===== config.mk =====
export PLATFORM = sky130hd
export DESIGN_NAME = rotate_sweep_ctrl_flat
export DESIGN_NICKNAME = d
export VERILOG_FILES = /design/src/rtl/rotate_sweep_ctrl_if.sv /design/src/rtl/rotate_sweep_ctrl.sv /design/src/flat_wrapper.sv
export SDC_FILE = /design/constraint.sdc
export NUM_CORES = 1
export LEC_CHECK = 0
export CAP_MARGIN = 5
export CORE_ASPECT_RATIO = 0.5
export CORE_UTILIZATION = 47
export CTS_BUF_LIST = sky130_fd_sc_hd__clkbuf_8
export DETAILED_ROUTE_END_ITERATION = 10
export PLACE_DENSITY = 0.84
export SLEW_MARGIN = 10
export SYNTH_ARGS = -nofsm -noshare
export SYNTH_HDL_FRONTEND = slang
export SYNTH_SLANG_ARGS = --single-unit

===== constraint.sdc =====
create_clock -name clk -period 4.09 [get_ports clk]
set_input_delay 0.818 -clock clk [delete_from_list [all_inputs] [get_ports clk]]
set_output_delay 0.818 -clock clk [all_outputs]
set_load 0.05 [all_outputs]

===== src/rtl/rotate_sweep_ctrl_if.sv =====
// rtl/rotate_sweep_ctrl_if.sv - request, rotator and result signals of rotate_sweep_ctrl (out_parity under ROT_SWEEP_PARITY_EN)
interface rotate_sweep_ctrl_if;
  logic       in_valid;
  logic       in_ready;
  logic [7:0] in_data;
  logic [2:0] in_first;
  logic [3:0] in_count;
  logic [7:0] shf_d;
  logic [2:0] shf_s;
  logic [7:0] shf_q;
  logic       out_valid;
  logic       out_ready;
  logic [7:0] out_data;
  logic [2:0] out_amt;
  logic       out_last;
`ifdef ROT_SWEEP_PARITY_EN
  logic       out_parity;

  modport slave (
    input  in_valid, in_data, in_first, in_count, shf_q, out_ready,
    output in_ready, shf_d, shf_s, out_valid, out_data, out_amt, out_last, out_parity
  );
  modport master (
    output in_valid, in_data, in_first, in_count, shf_q, out_ready,
    input  in_ready, shf_d, shf_s, out_valid, out_data, out_amt, out_last, out_parity
  );
`else
  modport slave (
    input  in_valid, in_data, in_first, in_count, shf_q, out_ready,
    output in_ready, shf_d, shf_s, out_valid, out_data, out_amt, out_last
  );
  modport master (
    output in_valid, in_data, in_first, in_count, shf_q, out_ready,
    input  in_ready, shf_d, shf_s, out_valid, out_data, out_amt, out_last
  );
`endif
endinterface


===== src/rtl/rotate_sweep_ctrl.sv =====
// rtl/rotate_sweep_ctrl.sv - sweeps an external 8-bit right rotator over consecutive amounts
// Optional registered result parity on out_parity when ROT_SWEEP_PARITY_EN is defined.
module rotate_sweep_ctrl (
  input  logic                 clk,
  input  logic                 reset,
  rotate_sweep_ctrl_if.slave   bus,
  output logic                 busy
);

  typedef enum logic [1:0] {IDLE, CALC, OUT} state_t;

  state_t     state;
  state_t     state_next;
  logic [7:0] data_r;
  logic [2:0] amt_r;
  logic [3:0] rem_r;
  logic [7:0] out_data_r;
  logic [2:0] out_amt_r;
  logic       out_last_r;
  logic       load;
  logic       capture;
  logic       advance;
  logic [3:0] count_norm;

  // Zero and anything above 8 both mean a full sweep of all amounts.
  assign count_norm = ((bus.in_count == 4'd0) || (bus.in_count > 4'd8)) ? 4'd8 : bus.in_count;

  always_ff @(posedge clk or posedge reset) begin
    if (reset) state <= IDLE;
    else       state <= state_next;
  end

  always_comb begin
    state_next   = state;
    bus.in_ready = 1'b0;
    bus.out_valid = 1'b0;
    load         = 1'b0;
    capture      = 1'b0;
    advance      = 1'b0;
    case (state)
      IDLE: begin
        bus.in_ready = 1'b1;
        if (bus.in_valid) begin
          load       = 1'b1;
          state_next = CALC;
        end
      end
      CALC: begin
        capture    = 1'b1;
        state_next = OUT;
      end
      OUT: begin
        bus.out_valid = 1'b1;
        if (bus.out_ready) begin
          if (out_last_r) begin
            state_next = IDLE;
          end else begin
            advance    = 1'b1;
            state_next = CALC;
          end
        end
      end
      default: state_next = IDLE;
    endcase
  end

  always_ff @(posedge clk or posedge reset) begin
    if (reset) begin
      data_r     <= 8'd0;
      amt_r      <= 3'd0;
      rem_r      <= 4'd0;
      out_data_r <= 8'd0;
      out_amt_r  <= 3'd0;
      out_last_r <= 1'b0;
    end else begin
      if (load) begin
        data_r <= bus.in_data;
        amt_r  <= bus.in_first;
        rem_r  <= count_norm;
      end
      if (capture) begin
        out_data_r <= bus.shf_q;
        out_amt_r  <= amt_r;
        out_last_r <= (rem_r == 4'd1);
      end
      if (advance) begin
        amt_r <= amt_r + 3'd1;
        rem_r <= rem_r - 4'd1;
      end
    end
  end

`ifdef ROT_SWEEP_PARITY_EN
  logic out_parity_r;

  always_ff @(posedge clk or posedge reset) begin
    if (reset)        out_parity_r <= 1'b0;
    else if (capture) out_parity_r <= ^bus.shf_q;
  end

  assign bus.out_parity = out_parity_r;
`endif

  assign bus.shf_d    = data_r;
  assign bus.shf_s    = amt_r;
  assign bus.out_data = out_data_r;
  assign bus.out_amt  = out_amt_r;
  assign bus.out_last = out_last_r;
  assign busy         = (state != IDLE);

endmodule


===== src/flat_wrapper.sv =====
// flat-port wrapper written by rule: the top's interface ports become plain ports
module rotate_sweep_ctrl_flat 
  (clk, reset, busy, bus_in_valid, bus_in_data, bus_in_first, bus_in_count, bus_shf_q, bus_out_ready, bus_in_ready, bus_shf_d, bus_shf_s, bus_out_valid, bus_out_data, bus_out_amt, bus_out_last);
  rotate_sweep_ctrl_if bus_i ();
  input  logic clk;
  input  logic reset;
  output logic busy;
  input wire logic [$bits(bus_i.in_valid)-1:0] bus_in_valid;
  input wire logic [$bits(bus_i.in_data)-1:0] bus_in_data;
  input wire logic [$bits(bus_i.in_first)-1:0] bus_in_first;
  input wire logic [$bits(bus_i.in_count)-1:0] bus_in_count;
  input wire logic [$bits(bus_i.shf_q)-1:0] bus_shf_q;
  input wire logic [$bits(bus_i.out_ready)-1:0] bus_out_ready;
  output wire logic [$bits(bus_i.in_ready)-1:0] bus_in_ready;
  output wire logic [$bits(bus_i.shf_d)-1:0] bus_shf_d;
  output wire logic [$bits(bus_i.shf_s)-1:0] bus_shf_s;
  output wire logic [$bits(bus_i.out_valid)-1:0] bus_out_valid;
  output wire logic [$bits(bus_i.out_data)-1:0] bus_out_data;
  output wire logic [$bits(bus_i.out_amt)-1:0] bus_out_amt;
  output wire logic [$bits(bus_i.out_last)-1:0] bus_out_last;
  assign bus_i.in_valid = bus_in_valid;
  assign bus_i.in_data = bus_in_data;
  assign bus_i.in_first = bus_in_first;
  assign bus_i.in_count = bus_in_count;
  assign bus_i.shf_q = bus_shf_q;
  assign bus_i.out_ready = bus_out_ready;
  assign bus_in_ready = bus_i.in_ready;
  assign bus_shf_d = bus_i.shf_d;
  assign bus_shf_s = bus_i.shf_s;
  assign bus_out_valid = bus_i.out_valid;
  assign bus_out_data = bus_i.out_data;
  assign bus_out_amt = bus_i.out_amt;
  assign bus_out_last = bus_i.out_last;
  rotate_sweep_ctrl u_core (.clk(clk), .reset(reset), .bus(bus_i), .busy(busy));
endmodule

# [Word-level counts from Yosys, hierarchy flattened]
# Cells that the tools add are included.
[totals] register_bits=29 in_bits=27 out_inout_bits=26 wordCells=38
[op_classes] add_sub_neg=2 order_cmp=1 n_eq_ne=5 n_mux=17 reduce_logical=6
[ops] cell="$mux W4" count=3
[ops] cell="$mux W1" count=9
[ops] cell="$mux W3" count=2
[ops] cell="$pmux W2 S3" count=1
[ops] cell="$eq A4 B1 Y1 const B" count=1
[ops] cell="$gt A4 B4 Y1 const B" count=1
[ops] cell="$logic_not A4 Y1" count=1
[ops] cell="$mux W2" count=2
[ops] cell="$ne A2 B2 Y1 const B" count=2
[ops] cell="$reduce_bool A2 Y1" count=2
[ops] cell="$sub A4 B1 Y4 const B" count=1
[ops] cell="$add A3 B1 Y3 const B" count=1
[ops] cell="$eq A2 B1 Y1 const B" count=1
[ops] cell="$eq A2 B2 Y1 const B" count=1
[ops] cell="$logic_not A2 Y1" count=1
[ops] cell="$reduce_and A2 Y1" count=1
[ops] cell="$logic_or A1 B1 Y1" count=1

# [Longest topological paths before layout]
[logic_depth] word_depth=5 depth_mapped=5 ltp_nobuf=5

# [Least setup slack after synthesis]
# Ideal clock, no wire load.
[synth_timing] path_kind="reg-to-output" startpoint="reg u_core.state[0]" endpoint="out bus_in_ready" arrival_ns=1.232 required_ns=3.272 path_slack_ns=2.040 stages_incl_launch_ff=3 n_path_buf=0 cell_sequence="dfrtp_1 > or2_2 > inv_1"
[synth_via] elab_chain_len=2
[synth_rtl] item="start, declared" line="rotate_sweep_ctrl.sv:12" source="state_t state;"
[synth_rtl] item="start signal, assigned" line="rotate_sweep_ctrl.sv:30" source="else state <= state_next;"
[synth_rtl] item="$logic_not A2 Y1" line="rotate_sweep_ctrl.sv:40" source="case (state)"
[synth_rtl] item="$mux W1" line="rotate_sweep_ctrl.sv:40"
[synth_rtl] item="end, declared" line="flat_wrapper.sv:14" source="output wire logic [$bits(bus_i.in_ready)-1:0] bus_in_ready;"
# Every way passes these cells.

# [Worst setup path after layout]
# Same ends and word-level chain as after synthesis.

==> impl_results.rst <==
.. list-table::
   :header-rows: 1

   * - Metric
     - Value
   * - Outcome
     - complete, no violations
   * - Count of nets left with antenna violations after detail routing
     - 0
   * - Total leakage power
     - 0.881 nW
   * - Remaining design rule violation count
     - 0
   * - Final setup violating endpoints
     - 0
   * - Switching part of the total power
     - 48.2%
   * - Critical-path maximum fanout
     - 7
   * - Per-cell routed wire length
     - 12.9 microns
   * - Number of antenna cells inserted
     - 0
   * - Via count of the first global-routing pass
     - 925
   * - Worst setup path class
     - register to output port
   * - Clock tree from TritonCTS
     - done
   * - Summed negative setup slack over all endpoints
     - 0 ps
   * - Fillers
     - 182
   * - Most common flop cell mapped by yosys
     - sky130_fd_sc_hd__dfrtp_1
   * - I/O pin count
     - 53
   * - Final weighted congestion in routability-driven placement
     - 0.736
   * - Clock latency at the later pin of the worst-skew pair
     - 280 ps
   * - Dpl hpwl
     - 1910 microns
   * - Placement Setup Slack
     - 1580 ps
   * - Crit path launch type
     - register
   * - Max H-tree Level
     - 2
   * - Worst-path clk slew
     - 60 ps
   * - Cts hold-fix bufs
     - 0
   * - Global router's overall resource usage
     - 19.9%
   * - Placeable core region
     - 2600 sq um
   * - Combinational group share of total power
     - 59.4%
   * - Count of final max-slew check failures
     - 0
   * - Clock power frac
     - 11.9%
   * - Internal power consumption
     - 0.958 mW
   * - Synthesized net count
     - 146
   * - Fraction of the mapped netlist area in compound gates
     - 8.18%
   * - Fraction of the mapped netlist area in adder cells
     - 2.89%
   * - Sequential fraction of the synthesis area
     - 55.8%
   * - Clock root buffer master
     - sky130_fd_sc_hd__clkbuf_8
   * - IO buf count
     - 52
   * - Die W
     - 76.4 microns
   * - Num CTS Buffers
     - 5
   * - Post-synthesis instance area
     - 1300 sq um
   * - Number of nets in the layout
     - 201
   * - Async set or reset register ratio after synthesis
     - 100%
   * - Areal power density over the cells
     - 961 nW/um^2
   * - Area delta synth->final
     - 48.0%
   * - Maximum buffer depth of the clock tree
     - 2
   * - Worst hold-check slack
     - 481 ps
   * - Number of antenna violations at the first check in global routing
     - 0
   * - Number of maximum-capacitance constraint violations
     - 0
   * - Initial cell density of the core
     - 50.0%
   * - Final cycle utilization of the critical path
     - 67.0%
   * - Number of standard cells after synthesis
     - 116
   * - Largest vdd supply drop
     - 0.505 mV
   * - Slew at the pin closest to its max-slew limit
     - 1050 ps
   * - Fraction of synthesized cell area in xor and xnor cells
     - 0.674%
   * - Number of flops mapped to enable cells by yosys
     - 0
   * - Die Y
     - 39.2 microns
   * - Post-synthesis sequential element count
     - 29
   * - Max_slew headroom
     - 30.0%
   * - Number of vias per cell after detailed routing
     - 5.09
   * - Hold Path Depth
     - 2
   * - Power dissipated by switching net loads
     - 0.892 mW
   * - Largest net degree at the start of global routing
     - 30
   * - Worst R2R Path Depth
     - 3
   * - CTS sink count
     - 29
   * - Residual overflow from global routing
     - 0
   * - CP endpoint kind
     - output port
   * - Count of buffers added by post-CTS timing repair for setup
     - 0
   * - Worst endpoint data arrival time
     - 1920 ps
   * - Unrepaired setup endpoints after global routing
     - false
   * - Data required time at the worst endpoint
     - 3270 ps
   * - Dominant combinational cell family by area after synthesis
     - simple AND/OR/NAND/NOR gates
   * - Post-synthesis simple-gate area fraction
     - 18.1%
   * - Fraction of layout instances using a drive strength above 1
     - 15.7%
   * - Fin Clk Skew
     - 2.64 ps
   * - Final hold violation count
     - 0
   * - Post-synthesis mux area share
     - 9.82%
   * - First-pass GRT wire length
     - 4230 microns
   * - Site row count
     - 13
   * - Mapped Avg Cell Area
     - 11.2 sq um
   * - Iteration count of the initial detailed-routing pass
     - 4
   * - Final WL
     - 2700 microns
   * - Number of warnings printed during yosys synthesis
     - 0
   * - Achievable clock frequency
     - 0.365 GHz
   * - Final setup margin
     - 1350 ps
   * - Total die area
     - 2990 sq um
   * - Sequential share of power
     - 28.6%
   * - Post_cts resized
     - 0
   * - Vias
     - 1064
   * - Number of DRC markers in iteration 0
     - 33
   * - Count of unique library cells instantiated by Yosys
     - 32
   * - Class of the tightest hold or removal check
     - register to register
   * - Final min period
     - 2740 ps
flip-flops by register name, summed over array words and instances, names as in the netlist:
| register | flops |
|---|---|
| u_core.bus.out_data | 8 |
| u_core.bus.shf_s | 3 |
| u_core.state | 2 |
| u_core.bus.shf_d | 8 |
| u_core.bus.out_last | 1 |
| u_core.rem_r | 4 |
| u_core.bus.out_amt | 3 |
placed cells by master, fill, tap and decap left out, types with 2 or more instances in the layout:
cell type	count
sky130_fd_sc_hd__a31oi_1	2
sky130_fd_sc_hd__clkbuf_8	5
sky130_fd_sc_hd__clkdlybuf4s50_1	52
sky130_fd_sc_hd__clkinv_2	2
sky130_fd_sc_hd__dfrtp_1	29
sky130_fd_sc_hd__ha_1	3
sky130_fd_sc_hd__inv_1	8
sky130_fd_sc_hd__mux2_2	10
sky130_fd_sc_hd__nand2_1	29
sky130_fd_sc_hd__nand3b_1	2
sky130_fd_sc_hd__nor2_1	5
sky130_fd_sc_hd__nor3_1	2
sky130_fd_sc_hd__o21ai_0	2
synth_stat cells (2+ instances only):
cell type | n | share of area [%]
sky130_fd_sc_hd__o21ai_0 | 2 | 0.77
sky130_fd_sc_hd__a31oi_1 | 2 | 0.96
sky130_fd_sc_hd__dfrtp_1 | 29 | 56
sky130_fd_sc_hd__nand3b_1 | 2 | 1.2
sky130_fd_sc_hd__nor2_1 | 5 | 1.4
sky130_fd_sc_hd__ha_1 | 3 | 2.9
sky130_fd_sc_hd__nand2_1 | 29 | 8.4
sky130_fd_sc_hd__buf_4 | 3 | 1.7
sky130_fd_sc_hd__mux2_2 | 10 | 8.7
sky130_fd_sc_hd__buf_2 | 2 | 0.77
sky130_fd_sc_hd__inv_1 | 7 | 2.0
sky130_fd_sc_hd__nor3_1 | 2 | 0.77
path summary, 6_finish.rpt:
check | slack, ps | start | to
max reg2reg | 2390 | u_core.state[0]$_DFFE_PP0P_ | u_core.bus.shf_s[0]$_DFFE_PP0P_
min in group asynchronous | 1110 | reset | u_core.bus.out_data[6]$_DFFE_PP0N_
min | 480 | u_core.bus.out_amt[2]$_DFFE_PP0N_ | u_core.bus.out_amt[2]$_DFFE_PP0N_
min reg2reg | 480 | u_core.bus.out_amt[2]$_DFFE_PP0N_ | u_core.bus.out_amt[2]$_DFFE_PP0N_
max | 1350 | u_core.state[0]$_DFFE_PP0P_ | bus_in_ready
max in group asynchronous | 2350 | reset | u_core.bus.out_data[0]$_DFFE_PP0N_
layer usage:
layer / share of wire [%] / vias up / wire [microns] / GRT usage [%]
met3: 4.9 / 5 / 132 / 5.88
met4: 1.3 / 0 / 34 / 10.1
met5: 0 / - / 0 / 0
met2: 50 / 32 / 1340 / 33.6
li1: - / 501 / - / -
met1: 44 / 526 / 1190 / 24.3
worst max-delay path: stages (launching register included):
cell	delay (ps)
sky130_fd_sc_hd__dfrtp_1	450
sky130_fd_sc_hd__or2_2	340
sky130_fd_sc_hd__inv_1	60
sky130_fd_sc_hd__clkdlybuf4s50_1	790
per-stage QoR:
step / instances / util, % / instance area [sq um] / power (mW)
after floorplan: 116 / - / 1300 / 1.30
after global placement: 201 / 70.8 / 1840 / 1.61
after detailed placement: 201 / 70.8 / 1840 / 1.64
after CTS: 209 / 73.9 / 1920 / 1.86
after global routing: 209 / 73.9 / 1920 / 1.96
final: 209 / 73.9 / 1920 / 1.85
area by class of cell:
cell class	count	area, sq um	area share, %
Clock buffer	5	68.8	3.58
Timing Repair Buffer	53	528	27.4
Inverter	7	26.3	1.37
Tap cell	37	46.3	2.41
Sequential cell	29	726	37.7
Clock inverter	3	13.8	0.715
Multi-Input combinational cell	75	515	26.8
power by group through the flow:
stage / clock network [mW] / registers [mW] / logic (mW)
after floorplan: 0 / 0.911 / 0.387
after global placement: 0 / 0.526 / 1.09
after detailed placement: 0 / 0.532 / 1.10
final: 0.221 / 0.529 / 1.10
after CTS: 0.226 / 0.530 / 1.11
after global routing: 0.238 / 0.550 / 1.17
logic make-up (layout without fill, tap and decap cells):
family / count (synthesis) / count (layout)
AND/OR/NAND/NOR: 47 / 47
buffers and inverters: 12 / 68
flip-flops: 29 / 29
adder cells (fa/ha/maj): 3 / 3
XOR/XNOR: 1 / 1
multiplexers: 11 / 11
AO/OA/AOI/OAI: 13 / 13
No activity file was read; power rests on OpenSTA's default activity.
